File: src/rtl/countdown_ctrl.sv
// Sequencing controller for a 4-digit BCD countdown timer: preset edit, load/decrement pulses, expiry alarm.
// Latency: btn_start -> load one cycle later -> RUN the cycle after; outputs decode registered state/divider.
// Backpressure: none; button pulses are single-cycle events, consumed or ignored in the cycle they arrive.
module countdown_ctrl #(
  parameter int TICK_DIV    = 50_000_000,
  parameter int ALARM_TICKS = 5
) (
  input  logic       clk,
  input  logic       rst,
  input  logic       btn_start,
  input  logic       btn_pause,
  input  logic       btn_clear,
  input  logic       btn_digit,
  input  logic       btn_inc,
  input  logic [3:0] cnt_s1000,
  input  logic [3:0] cnt_s100,
  input  logic [3:0] cnt_s10,
  input  logic [3:0] cnt_s1,
  output logic [3:0] preset_1000,
  output logic [3:0] preset_100,
  output logic [3:0] preset_10,
  output logic [3:0] preset_1,
  output logic       load,
  output logic       decrease,
  output logic [1:0] digit_sel,
  output logic [2:0] state,
  output logic       running,
  output logic       alarm
);

  localparam int DW = $clog2(TICK_DIV);
  localparam int AW = $clog2(ALARM_TICKS + 1);

  typedef enum logic [2:0] {
    S_IDLE  = 3'd0,
    S_LOAD  = 3'd1,
    S_RUN   = 3'd2,
    S_PAUSE = 3'd3,
    S_DONE  = 3'd4
  } state_t;

  state_t          state_q, state_d;
  logic [3:0][3:0] preset_q, preset_d;   // [0]=ones .. [3]=thousands
  logic [1:0]      digit_sel_q, digit_sel_d;
  logic [DW-1:0]   div_q, div_d;
  logic [AW-1:0]   alm_q, alm_d;

  logic zero;
  logic preset_zero;
  logic div_wrap;
  logic alm_last;

  assign zero        = (cnt_s1000 == 4'd0) && (cnt_s100 == 4'd0) &&
                       (cnt_s10 == 4'd0) && (cnt_s1 == 4'd0);
  assign preset_zero = (preset_q == '0);
  assign div_wrap    = (div_q == DW'(TICK_DIV - 1));
  assign alm_last    = (alm_q == AW'(ALARM_TICKS - 1));

  // Next-state, preset editing, tick divider and alarm tick counting.
  always_comb begin
    state_d     = state_q;
    preset_d    = preset_q;
    digit_sel_d = digit_sel_q;
    div_d       = div_q;
    alm_d       = alm_q;
    case (state_q)
      S_IDLE: begin
        div_d = '0;
        // Increment uses the old selection even when btn_digit arrives in the same cycle.
        if (btn_inc) begin
          if (preset_q[digit_sel_q] == 4'd9) preset_d[digit_sel_q] = 4'd0;
          else                               preset_d[digit_sel_q] = preset_q[digit_sel_q] + 4'd1;
        end
        if (btn_digit) digit_sel_d = digit_sel_q + 2'd1;
        // Clear and pause outrank start but have nothing to do while idle.
        if (btn_start && !btn_clear && !btn_pause && !preset_zero) state_d = S_LOAD;
      end
      S_LOAD: begin
        div_d   = '0;
        state_d = S_RUN;
      end
      S_RUN: begin
        div_d = div_wrap ? '0 : div_q + 1'b1;
        if (btn_clear) begin
          state_d = S_IDLE;
          div_d   = '0;
        end else if (zero) begin
          state_d = S_DONE;
          div_d   = '0;
        end else if (btn_pause) begin
          // The divider still advances on this edge: this cycle was a RUN cycle.
          state_d = S_PAUSE;
        end
      end
      S_PAUSE: begin
        if (btn_clear) begin
          state_d = S_IDLE;
          div_d   = '0;
        end else if (btn_pause || btn_start) begin
          state_d = S_RUN;
        end
      end
      S_DONE: begin
        div_d = div_wrap ? '0 : div_q + 1'b1;
        if (div_wrap) begin
          if (alm_last) begin
            state_d = S_IDLE;
            alm_d   = '0;
          end else begin
            alm_d = alm_q + 1'b1;
          end
        end
        if (btn_clear) begin
          state_d = S_IDLE;
          alm_d   = '0;
          div_d   = '0;
        end
      end
      default: begin
        state_d = S_IDLE;
        div_d   = '0;
        alm_d   = '0;
      end
    endcase
  end

  // Register bank with synchronous reset.
  always_ff @(posedge clk) begin
    if (rst) begin
      state_q     <= S_IDLE;
      preset_q    <= '0;
      digit_sel_q <= 2'd0;
      div_q       <= '0;
      alm_q       <= '0;
    end else begin
      state_q     <= state_d;
      preset_q    <= preset_d;
      digit_sel_q <= digit_sel_d;
      div_q       <= div_d;
      alm_q       <= alm_d;
    end
  end

  // Outputs depend only on registered state, divider and the live counter value.
  assign load        = (state_q == S_LOAD);
  assign decrease    = (state_q == S_RUN) && div_wrap && !zero;
  assign running     = (state_q == S_RUN);
  assign alarm       = (state_q == S_DONE);
  assign state       = state_q;
  assign digit_sel   = digit_sel_q;
  assign preset_1    = preset_q[0];
  assign preset_10   = preset_q[1];
  assign preset_100  = preset_q[2];
  assign preset_1000 = preset_q[3];

endmodule

File: config.mk
export PLATFORM = sky130hd
export DESIGN_NAME = countdown_ctrl
export DESIGN_NICKNAME = d
export VERILOG_FILES = /design/src/rtl/countdown_ctrl.sv
export SDC_FILE = /design/constraint.sdc
export NUM_CORES = 1
export LEC_CHECK = 0
export BUFFER_PORTS_ARGS = -buffer_cell sky130_fd_sc_hd__buf_2
export CAP_MARGIN = 20
export CORE_MARGIN = 8
export CORE_UTILIZATION = 56
export DETAILED_ROUTE_END_ITERATION = 12
export GPL_TIMING_DRIVEN = 0
export HOLD_SLACK_MARGIN = 0.02
export PLACE_DENSITY = 0.82
export SETUP_SLACK_MARGIN = 0.02
export SYNTH_ARGS = -nofsm -noshare
export SYNTH_HDL_FRONTEND = slang
export SYNTH_SLANG_ARGS = --single-unit
File: constraint.sdc
create_clock -name clk -period 2.5 [get_ports clk]
set_input_delay 0.5 -clock clk [delete_from_list [all_inputs] [get_ports clk]]
set_output_delay 0.5 -clock clk [all_outputs]
set_load 0.02 [all_outputs]
* Yosys cells after proc, flatten, opt, wreduce, memory -nomap -nowiden *
Cells that the tools add are included.

word-level totals
  bits in registers = 50
  input port bits = 23
  output and inout bits = 25
  logic and storage cells = 81

cells by class
  reduce and logical (&&, ||, !) cells = 25
  order comparisons = 2
  equality and inequality tests = 13
  muxes and demuxes = 26
  add/subtract/negate cells = 4
  bitwise operators = 3

operators by type and width
  operator                                       number
  two-way mux 26 bit                             5
  one-hot mux 26 bit (3 select lines)            1
  two-way mux 3 bit                              12
  adder 26 x 1 -> 26 bit, second input constant  1
  == test 26 bit, second input constant          1
  bitwise AND 16 bit                             1
  bitwise mux 16 bit                             1
  logical NOT 16 bit                             1
  logical NOT 4 bit                              4
  two-way mux 16 bit                             1
  inverter 16 bit                                1
  one-hot mux 3 bit (5 select lines)             1
  logical AND 1 bit                              9
  binary-select mux 4 bit (select 2 bit)         1
  demux 4 bit (select 2 bit)                     1
  two-way mux 4 bit                              2
  == test 3 x 2 -> 1 bit, second input constant  2
  == test 3 bit, second input constant           2
  != test 3 x 2 -> 1 bit, second input constant  2
  one-hot mux 3 bit (2 select lines)             1
  AND reduction 2 bit                            3
  AND reduction 5 bit                            1
  adder 4 x 1 -> 4 bit, second input constant    1
  == test 4 bit, second input constant           1
  other kinds (13)                               17

* Logic depth before layout (Yosys ltp) *
  depth after elaboration = 7
  depth in mapped cells = 8
  depth with buffers taken out = 7

* Least setup slack after synthesis *
Ideal clock, no wire load.

  path kind = reg2out
  start = register div_q[10]
  end = output decrease
  cell stages (with the launch flop) = 5
  data arrival time = 1.884 ns
  data required time = 2.000 ns
  path buffers = 0
  path slack = 0.116 ns
  cell sequence = dfxtp_1 or4b_4 nor4_4 nand3_1 nor3_1

between the ends
  word-level cells in the longest chain between the ends = 3

RTL lines
  what                             RTL line  text
  from (decl)                      45        logic [DW-1:0] div_q, div_d;
  from (signal assigned)           139       div_q <= div_d;
  == test 26 bit                   56        assign div_wrap = (div_q == DW'(TICK_DIV - 1));
  logical AND 1 bit (2 in series)  146       assign decrease = (state_q == S_RUN) && div_wrap && !zero;
  to (decl)                        24        output logic decrease,

No other way between the ends.

* Worst setup path in the final report *
Same ends and word-level chain as after synthesis.

==> flow_metrics.py <==
metrics = {
    "outcome": {
        "status": "finished clean",
    },
    "timing": {
        "fin_skew_ps": 7.38,
        "setup_slack_ps": 56.5,
        "hold_viol": 0,
        "period_needed_ps": 2440,
        "tightest_slew_ps": 878,
        "fin_hold_ws_ps": 464,
        "rsz0062_at_grt": "yes",
        "fin_tns_setup_ps": 0,
        "slew_headroom": 0.413,
        "setup_viol": 0,
        "clock.fmax_mhz": 409,
        "fin_crit_sh": 0.977,
        "slew_violations": 0,
    },
    "setup_path": {
        "worst_setup_path_start_kind": "register",
        "critPathSlowestCell": "or4b_4",
        "cp_max_fo": 3,
        "worstPathArrival_ps": 1940,
        "crit_path_end_kind": "output pin",
        "critical_path_class": "reg2out",
        "required_ps": 2000,
        "crit_family": "simple AND/OR/NAND/NOR gates",
        "worst-path-buf-inv": 1,
        "slowest_delay_ps": 540,
        "path_cells": "or4b_4, nor4_4, nand3_4, nor3_2, buf_4",
    },
    "floorplan": {
        "core_um2": 4660,
        "fp.dieW_um": 85.3,
        "start_util": 0.576,
        "io_pins": 48,
        "die_y_um": 85.3,
        "rows": 25,
        "dieArea_um2": 7270,
    },
    "cells_and_area": {
        "nets": 409,
        "finalNonFillerCells": 432,
        "utilization": 0.676,
        "final.fill_count": 387,
        "multi_input_area_um2": 1610,
        "final-seq-area_um2": 1000,
        "area_delta_synth_final_pct": 17.3,
        "layout-drive-gt1-share": 0.209,
        "insertedDiodeCount": 0,
    },
    "logic_synthesis": {
        "yosys_warnings": 0,
        "synth_cells": 321,
        "synthTopCellsByCount": "50 x dfxtp_1, 36 x nand2_1, 27 x nand3_1, 27 x nor3_1, 25 x a21oi_1",
        "synth.most_common_cell": "dfxtp_1",
        "ys_seq_elements": 50,
        "synth_edf_count": 0,
        "netlist_area_um2": 2690,
        "synth-seq-area-share": 0.373,
        "postSynthAreaPerCell_um2": 8.37,
        "syn_nets": 353,
        "synthArstFlopShare": 0,
        "ys.flop_type": "dfxtp_1",
        "synth.distinct_cells": 46,
        "netlist.top_cell.by_area": "dfxtp_1",
        "synth_top_cell_area_share": 0.373,
        "ys_top_cells_by_area": "dfxtp_1 37%, xor2_1 6.2%, nand2_1 5.0%, nand3_1 5.0%, nor3_1 5.0%",
    },
    "placement": {
        "port_buffers": 47,
        "hpwl_um": 5000,
        "gp_congestion": 0.908,
        "pre_cts_slack_ps": 81.3,
        "dp.cells": 422,
    },
    "grt": {
        "grt_max_degree": 17,
        "grt_usage": 0.185,
        "grt_overflow": 0,
        "grt_pass1_wl_um": 11400,
        "grt_pass1_vias": 2486,
        "grt_antenna_before_repair": 0,
    },
    "pwr": {
        "p_per_area_nw_per_um2": 662,
        "p_leak_nw": 1.12,
        "peakVddDrop_mv": 0.374,
    },
    "clock_tree": {
        "cts.sinks": 50,
        "cts_made_buffers": 5,
        "cts.clk_slew.worst_paths_ps": 90,
        "cts_root_buf": "clkbuf_8",
        "cts_buffer_depth": 2,
        "cts_tree": "built",
        "htree_levels": 2,
        "clock_latency_ps": 300,
    },
    "routing": {
        "avgRoutedWirePerCell_um": 15.6,
        "routed_wl_um": 6750,
        "drc": 0,
        "antenna_left": 0,
        "via_count": 2668,
        "drt_iter0_markers": 228,
        "via_per_inst": 6.18,
        "dr.pass1.iters": 4,
    },
    "job": {
        "drv_cap": 0,
    },
    "worst_hold_path": {
        "hp-class": "in2reg",
    },
}
==> flip-flops by register name, indices dropped and copies added, names as in the netlist <==
name and flops:
preset_1000 4, preset_10 4, div_q 26, alm_q 3, preset_100 4, preset_1 4, state 3, digit_sel 2
==> worst min-delay path, cell delays in order <==
cell	delay, ps
buf_2	110
nand3_1	70
a21oi_1	50
==> final timing paths <==
| path | from | endpoint | slack [ps] | cells after the start |
|---|---|---|---|---|
| max reg2reg | div_q[10] | alm_q[2] | 140 | 7 |
| max | div_q[10] | decrease | 60 | 5 |
| min | btn_digit | digit_sel[1] | 460 | 3 |
| min reg2reg | alm_q[2] | alm_q[2] | 490 | 2 |
==> routing by layer <==
layer | vias to the layer above | GRT usage | part of all wire
met3 | 6 | 0.0483 | 0.066
met5 | - | 0 | 0
li1 | 1300 | - | -
met2 | 92 | 0.313 | 0.50
met4 | 0 | 0.0430 | 0.0059
met1 | 1270 | 0.227 | 0.43
==> stage by stage <==
step | cell area (um^2) | power, mW
after floorplan | 2690 | 1.34
after global placement | 2990 | 1.51
after detailed placement | 2990 | 1.52
after CTS | 3140 | 2.09
after global routing | 3150 | 2.20
final | 3150 | 2.09
==> where the power goes <==
group / internal [mW] / switching (mW) / total, mW
registers: 0.844 / 0.0642 / 0.909
logic: 0.225 / 0.377 / 0.602
clock network: 0.298 / 0.276 / 0.574
==> area by class of cell <==
cell class / instances / area share
clock buffer: 5 / 0.0218
sequential: 50 / 0.319
tap: 54 / 0.0214
buffer: 14 / 0.0191
clock inverter: 3 / 0.0143
inverter: 10 / 0.0119
timing repair buffer: 50 / 0.0826
multi-input combinational: 246 / 0.510
==> kinds of logic (layout without fill, tap and decap cells) <==
group	Yosys count	after routing	share of synthesized area
muxes	4	4	0.0335
DFF	50	50	0.373
adders and majority gates	9	9	0.0419
and+or+nand+nor	164	164	0.333
xor gates and xnor gates	23	23	0.0750
AOI/OAI and AO/OA	46	46	0.106
buffers and inverters	25	82	0.0373
==> layout by cell type (no fill, tap or decap), types with 10 or more instances in the layout <==
master,n
clkbuf_1,10
xor2_1,19
inv_1,10
a21oi_1,25
nand4_1,15
nand2_1,36
dfxtp_1,47
nor3_1,26
nor2_1,16
buf_2,48
nand3_1,26
==> timing repair <==
item                       4_1_cts  5_1_grt
resized for setup                5        5
pin swaps                        2        1
hold buffers                     0        0
setup endpoints to repair        1       13
buffers inserted                 2        1
No activity file was read; power rests on OpenSTA's default activity.
